$ cat src/rtl/tst_seq_ctrl.sv
// Test-flow sequencer for one DUT site.
// On a handler start-of-test it powers the DUT, runs the loopback, checksum and
// level engines in turn, supervises each phase with a timeout, then presents a
// one-hot bin followed by an EOT pulse.
// Optional build macro: RETEST_EN. When defined, the first non-timeout failure
// of a test power-cycles the DUT and reruns the flow once before reporting.
module tst_seq_ctrl #(
    parameter int unsigned      TMO_W      = 24,
    parameter logic [TMO_W-1:0] PH_TMO     = 24'hFF_FFFF,
    parameter logic [TMO_W-1:0] PWR_SETTLE = 24'h00_3FFF,
    parameter logic [TMO_W-1:0] BIN_SETUP  = 24'h00_0040,
    parameter logic [TMO_W-1:0] EOT_LEN    = 24'h07_FFFF
) (
    input  logic       CLK,
    input  logic       RST,
    input  logic       SOT,
    output logic       LPBK_GO,
    input  logic       LPBK_DN,
    input  logic       LPBK_OK,
    output logic       CHK_GO,
    input  logic       CHK_DN,
    input  logic       CHK_OK,
    output logic       LVL_GO,
    input  logic       LVL_DN,
    input  logic       LVL_OK,
    output logic       V1ON,
    output logic       V2ON,
    output logic [4:0] BIN,
    output logic       EOT,
    output logic       BUSY,
    output logic [2:0] STATE
);

    typedef enum logic [2:0] {
        S_IDLE   = 3'd0,
        S_PWR    = 3'd1,
        S_LPBK   = 3'd2,
        S_CHK    = 3'd3,
        S_LVL    = 3'd4,
        S_REPORT = 3'd5,
        S_EOTS   = 3'd6
    } state_t;

    localparam logic [4:0] BIN_PASS = 5'b00001;
    localparam logic [4:0] BIN_LPBK = 5'b00010;
    localparam logic [4:0] BIN_CHK  = 5'b00100;
    localparam logic [4:0] BIN_LVL  = 5'b01000;
    localparam logic [4:0] BIN_TMO  = 5'b10000;

    localparam logic [TMO_W-1:0] PWR_LAST = PWR_SETTLE - 1'b1;
    localparam logic [TMO_W-1:0] TMO_LAST = PH_TMO - 1'b1;
    localparam logic [TMO_W-1:0] BIN_LAST = BIN_SETUP - 1'b1;
    localparam logic [TMO_W-1:0] EOT_LAST = EOT_LEN - 1'b1;

    state_t           state_q, state_d;
    logic [TMO_W-1:0] cnt_q, cnt_d;
    logic [4:0]       bin_d;
    logic             v1_d, v2_d, eot_d, busy_d;
    logic             lpbk_go_d, chk_go_d, lvl_go_d;
    logic             cnt_clr;
    logic             fail_ev;
    logic [4:0]       fail_code;

    logic             sot_s1, sot_s2, sot_dly;
    logic             sot_rise;

`ifdef RETEST_EN
    // off_q: DUT supplies held off inside PWR; retry_q: this test already retried
    logic             off_q, off_d;
    logic             retry_q, retry_d;
`endif

    // Two-flop synchroniser plus one delay flop for rising-edge detection of SOT.
    // NOTE: sequential blocks use non-blocking assignments so every flop samples
    // pre-edge values; blocking here would collapse the synchroniser chain.
    always_ff @(posedge CLK or posedge RST) begin
        if (RST) begin
            sot_s1  <= 1'b0;
            sot_s2  <= 1'b0;
            sot_dly <= 1'b0;
        end else begin
            sot_s1  <= SOT;
            sot_s2  <= sot_s1;
            sot_dly <= sot_s2;
        end
    end

    assign sot_rise = sot_s2 & ~sot_dly;

    // Next-state, phase-result and registered-output decode.
    // NOTE: every signal gets a default before the case so no path leaves a
    // value unassigned, which would otherwise infer a latch.
    always_comb begin
        state_d   = state_q;
        bin_d     = BIN;
        cnt_clr   = 1'b0;
        fail_ev   = 1'b0;
        fail_code = 5'b00000;
`ifdef RETEST_EN
        off_d     = off_q;
        retry_d   = retry_q;
`endif

        unique case (state_q)
            S_IDLE: begin
                if (sot_rise) begin
                    state_d = S_PWR;
                    bin_d   = 5'b00000;
`ifdef RETEST_EN
                    retry_d = 1'b0;
`endif
                end
            end
            S_PWR: begin
                if (cnt_q == PWR_LAST) begin
`ifdef RETEST_EN
                    if (off_q) begin
                        // Off period over: re-power and settle again from zero.
                        off_d   = 1'b0;
                        cnt_clr = 1'b1;
                    end else begin
                        state_d = S_LPBK;
                    end
`else
                    state_d = S_LPBK;
`endif
                end
            end
            S_LPBK: begin
                if (LPBK_DN) begin
                    if (LPBK_OK) state_d = S_CHK;
                    else begin
                        fail_ev   = 1'b1;
                        fail_code = BIN_LPBK;
                    end
                end else if (cnt_q == TMO_LAST) begin
                    state_d = S_REPORT;
                    bin_d   = BIN_TMO;
                end
            end
            S_CHK: begin
                if (CHK_DN) begin
                    if (CHK_OK) state_d = S_LVL;
                    else begin
                        fail_ev   = 1'b1;
                        fail_code = BIN_CHK;
                    end
                end else if (cnt_q == TMO_LAST) begin
                    state_d = S_REPORT;
                    bin_d   = BIN_TMO;
                end
            end
            S_LVL: begin
                if (LVL_DN) begin
                    if (LVL_OK) begin
                        state_d = S_REPORT;
                        bin_d   = BIN_PASS;
                    end else begin
                        fail_ev   = 1'b1;
                        fail_code = BIN_LVL;
                    end
                end else if (cnt_q == TMO_LAST) begin
                    state_d = S_REPORT;
                    bin_d   = BIN_TMO;
                end
            end
            S_REPORT: begin
                if (cnt_q == BIN_LAST) state_d = S_EOTS;
            end
            S_EOTS: begin
                if (cnt_q == EOT_LAST) state_d = S_IDLE;
            end
            default: state_d = S_IDLE;
        endcase

        // A functional failure either reports at once or, with retest, earns
        // one power-cycled rerun of the whole flow.
        if (fail_ev) begin
`ifdef RETEST_EN
            if (!retry_q) begin
                state_d = S_PWR;
                off_d   = 1'b1;
                retry_d = 1'b1;
            end else begin
                state_d = S_REPORT;
                bin_d   = fail_code;
            end
`else
            state_d = S_REPORT;
            bin_d   = fail_code;
`endif
        end

        cnt_d = (state_d != state_q || cnt_clr) ? '0 : cnt_q + 1'b1;

        // Outputs are decoded from the next state so the registers line up with STATE.
        v1_d      = state_d inside {S_PWR, S_LPBK, S_CHK, S_LVL};
        v2_d      = state_d inside {S_PWR, S_LPBK, S_LVL};
`ifdef RETEST_EN
        if (off_d) begin
            v1_d = 1'b0;
            v2_d = 1'b0;
        end
`endif
        lpbk_go_d = (state_d == S_LPBK) && (state_q != S_LPBK);
        chk_go_d  = (state_d == S_CHK)  && (state_q != S_CHK);
        lvl_go_d  = (state_d == S_LVL)  && (state_q != S_LVL);
        eot_d     = (state_d == S_EOTS);
        busy_d    = (state_d != S_IDLE);
    end

    // State, shared phase counter and all registered outputs.
    always_ff @(posedge CLK or posedge RST) begin
        if (RST) begin
            state_q <= S_IDLE;
            cnt_q   <= '0;
            BIN     <= 5'b00000;
            V1ON    <= 1'b0;
            V2ON    <= 1'b0;
            LPBK_GO <= 1'b0;
            CHK_GO  <= 1'b0;
            LVL_GO  <= 1'b0;
            EOT     <= 1'b0;
            BUSY    <= 1'b0;
        end else begin
            state_q <= state_d;
            cnt_q   <= cnt_d;
            BIN     <= bin_d;
            V1ON    <= v1_d;
            V2ON    <= v2_d;
            LPBK_GO <= lpbk_go_d;
            CHK_GO  <= chk_go_d;
            LVL_GO  <= lvl_go_d;
            EOT     <= eot_d;
            BUSY    <= busy_d;
        end
    end

`ifdef RETEST_EN
    // Retry bookkeeping: power-off flag and once-per-test retry flag.
    always_ff @(posedge CLK or posedge RST) begin
        if (RST) begin
            off_q   <= 1'b0;
            retry_q <= 1'b0;
        end else begin
            off_q   <= off_d;
            retry_q <= retry_d;
        end
    end
`endif

    assign STATE = state_q;

endmodule
$ cat config.mk
export PLATFORM = sky130hd
export DESIGN_NAME = tst_seq_ctrl
export DESIGN_NICKNAME = d
export VERILOG_FILES = /design/src/rtl/tst_seq_ctrl.sv
export SDC_FILE = /design/constraint.sdc
export NUM_CORES = 1
export LEC_CHECK = 0
export CAP_MARGIN = 15
export CELL_PAD_IN_SITES_DETAIL_PLACEMENT = 0
export CELL_PAD_IN_SITES_GLOBAL_PLACEMENT = 1
export CORE_AREA = 4 4 76 78
export CTS_BUF_LIST = sky130_fd_sc_hd__clkbuf_2 sky130_fd_sc_hd__clkbuf_4 sky130_fd_sc_hd__clkbuf_8
export CTS_CLUSTER_SIZE = 28
export DETAILED_ROUTE_END_ITERATION = 10
export DIE_AREA = 0 0 80 82
export GPL_ROUTABILITY_DRIVEN = 0
export PLACE_DENSITY = 0.84
export SYNTH_ARGS = -nofsm -noshare
export SYNTH_HDL_FRONTEND = slang
export SYNTH_SLANG_ARGS = --single-unit
$ cat constraint.sdc
create_clock -name CLK -period 3.45 [get_ports CLK]
set_input_delay 0.69 -clock CLK [delete_from_list [all_inputs] [get_ports CLK]]
set_output_delay 0.69 -clock CLK [all_outputs]
set_load 0.05 [all_outputs]
==> results.cfg <==
[sta]
fin_skew_ps = 4.01
period_minus_slack_ps = 2770
rsz0062_at_grt = false
finalHoldViolCount = 0
setup_violations = 0
post-route-period-util_pct = 80.3
max-slew-margin-rel_pct = 62.8
worst_pin_slew_ps = 553
max_freq_mhz = 361
fin_tns_setup_ps = 0
drv_slew = 0

[clock_tree]
clock_latency_ps = 290
cts_sinks = 42
clk_transition_reported_paths_ps = 80
cts-root-buf = clkbuf_8
clockBufferDepth = 2
cts_setup_buffers = 0
cts_buffers = 5
cts-resized-gates = 0
ctsHoldBuffers = 0
h-tree-depth = 2
cts_tree = done

[logic_synthesis]
async_reset_ff_share_pct = 100
yosys_register_bits = 42
synth_area_um2 = 2220
yosysWarnings = 0
synth_seq_area_share_pct = 47.4
syn_inst = 226
syn_nets = 237
synth-xor-area-share_pct = 9.49
synth_fa_ha_area_share_pct = 1.13
synth_top_family_by_area = simple AND/OR/NAND/NOR gates
synthMuxAreaShare_pct = 0.960
synth-compound-area-share_pct = 9.26
syn_area_per_cell_um2 = 9.80
ys_types = 53
synth_simple_gate_area_share_pct = 28.1
synth_edf_count = 0
ys.flop_type = dfrtp_1

[finish]
drive_gt1_share_pct = 10.8
antennaDiodeCount = 0
final_common_cell = dfrtp_1
layout.nets = 261
fill_cells = 490
final_cell_mix = dfrtp_1 (42), nor2_1 (28), clkdlybuf4s50_1 (23), xor2_1 (18), nand2_1 (17)
syn2layout_area_growth_pct = 17.6

[worst_setup_path]
cp_max_fo = 5
slowest_delay_ps = 560
crit_slowest_cell = or4_4
worstPathRequired_ps = 3620
path_cells = or4_4 > nor4_4 > a41oi_1 > nor4b_2 > o21ai_0 > xor2_1 > mux2_1
critical_path_arrival_ps = 2940
critical_path_class = flop to flop
start_kind = flop
crit_path_end_kind = flop
cpLargestDelayFamily = simple AND/OR/NAND/NOR gates
cp_num_buf_inv = 0

[global_route]
grt_pass1_wl_um = 7670
grt_pass1_vias = 1653
overflow = 0
grt.total_usage_pct = 15.0
grt_antenna_before_repair = 0
grt_max_degree = 43

[floorplan]
boundaryPins = 24
core_area_um2 = 5070
initial_utilization_pct = 43.7
die-area_um2 = 6560
rows = 26
fp.dieH_um = 82
die_w_um = 80

[drt]
firstDrtPassIters = 4
via_count = 1701
drc = 0
wl_per_cell_um = 13.8
ant_nets = 0
drtIter0Drc = 112
vias_per_cell = 5.32
wl_um = 4410

[worst_hold_path]
min_path_type = flop to flop

[placed_design]
port_buffers = 23
hpwl_um = 3240

[power_and_ir_drop]
leakagePower_nw = 1.11
switching_share_pct = 37.3
power_switching_mw = 0.584
seqPwrFrac_pct = 38.3
p_int_mw = 0.980
power_density_nw_per_um2 = 600
clkPwrFrac_pct = 24.8
total_power_mw = 1.56
irDropWorstVdd_uv = 278
pwr-share-comb_pct = 36.9

[flow_run]
drv_cap = 0

[run_status]
outcome = finished, final reports clean
-- state kept, by name, summed over array words and instances (netlist names) --
name     cells
LVL_GO       1
BIN          5
BUSY         1
CHK_GO       1
sot_s1       1
V2ON         1
cnt_q       24
STATE        3
sot_dly      1
LPBK_GO      1
EOT          1
sot_s2       1
V1ON         1
-- kinds of logic after synthesis --
group                    count (synthesis)
buffers and inverters                   14
AO/OA/AOI/OAI                           29
flip-flops                              42
multiplexers                             2
XOR/XNOR                                24
AND/OR/NAND/NOR                        113
adder cells (fa/ha/maj)                  2
-- power by group through the flow --
stage                     Sequential, mW  Clock [mW]  Combinational [mW]
after floorplan                    0.685           0               0.402
after global placement             0.609           0               0.576
after detailed placement           0.607           0               0.581
after CTS                          0.598       0.404               0.584
after global routing               0.611       0.423               0.626
final                              0.598       0.388               0.577
-- synth_stat cells, drive strengths merged (2+ instances only) --
| cell type | count | area share, % |
|---|---|---|
| a21oi | 3 | 0.68 |
| inv | 5 | 0.85 |
| a21o | 4 | 1.4 |
| dfrtp | 42 | 47 |
| nand2b | 3 | 0.85 |
| o21ai | 7 | 1.6 |
| and3 | 5 | 1.5 |
| clkbuf | 4 | 0.68 |
| and2 | 4 | 1.1 |
| a41oi | 2 | 0.79 |
| nand2 | 17 | 2.9 |
| nor3 | 3 | 0.68 |
| buf | 5 | 2.1 |
| nor4 | 4 | 1.8 |
| nor4b | 2 | 1.1 |
| nor2b | 3 | 0.85 |
| xnor2 | 6 | 2.4 |
| o32ai | 2 | 0.79 |
| nand3 | 14 | 3.2 |
| or4 | 3 | 1.2 |
| ha | 2 | 1.1 |
| nand4 | 8 | 2.3 |
| xor2 | 18 | 7.1 |
| and4 | 2 | 0.85 |
| or2 | 3 | 0.85 |
| nor2 | 38 | 7.6 |
-- cell type report --
class	instances	area, um2	area share [%]
clock inverter	1	30.0	1.15
tap	70	87.6	3.36
multi-input combinational	170	1080	41.6
sequential	42	1050	40.3
inverter	5	18.8	0.720
clock buffer	6	82.6	3.17
timing repair buffer	26	253	9.70
-- path summary, 6_finish.rpt --
path | start | to | slack, ps | depth (start not counted)
setup / recovery | cnt_q[20] | V2ON | 680 | 7
setup reg to reg | cnt_q[20] | V2ON | 680 | 7
hold reg to reg | sot_s1 | sot_s2 | 360 | 0
min in group asynchronous | RST | LPBK_GO | 830 | 3
hold / removal | sot_s1 | sot_s2 | 360 | 0
max in group asynchronous | RST | CHK_GO | 2260 | 3
-- metrics by stage --
step	hold slack [ps]	utilization [%]	setup slack (ps)	instance area (um2)	instances
3_3_place_gp	338	49.1	657	2490	313
6_report	360	51.4	678	2610	320
3_5_place_dp	336	49.1	606	2490	313
5_1_grt	379	51.4	512	2610	320
2_1_floorplan	331	-	888	2220	226
4_1_cts	367	51.4	667	2610	320
-- metal layers --
metal | up-vias | routed length, um | part of all wire (%) | GRT usage (%)
met5 | - | 0 | 0 | 0
met3 | 7 | 238 | 5.4 | 4.06
met1 | 823 | 1920 | 44 | 18.5
met4 | 0 | 51 | 1.2 | 5.24
met2 | 38 | 2200 | 50 | 25.2
li1 | 833 | - | - | -
(Power assumes the default switching activity.)
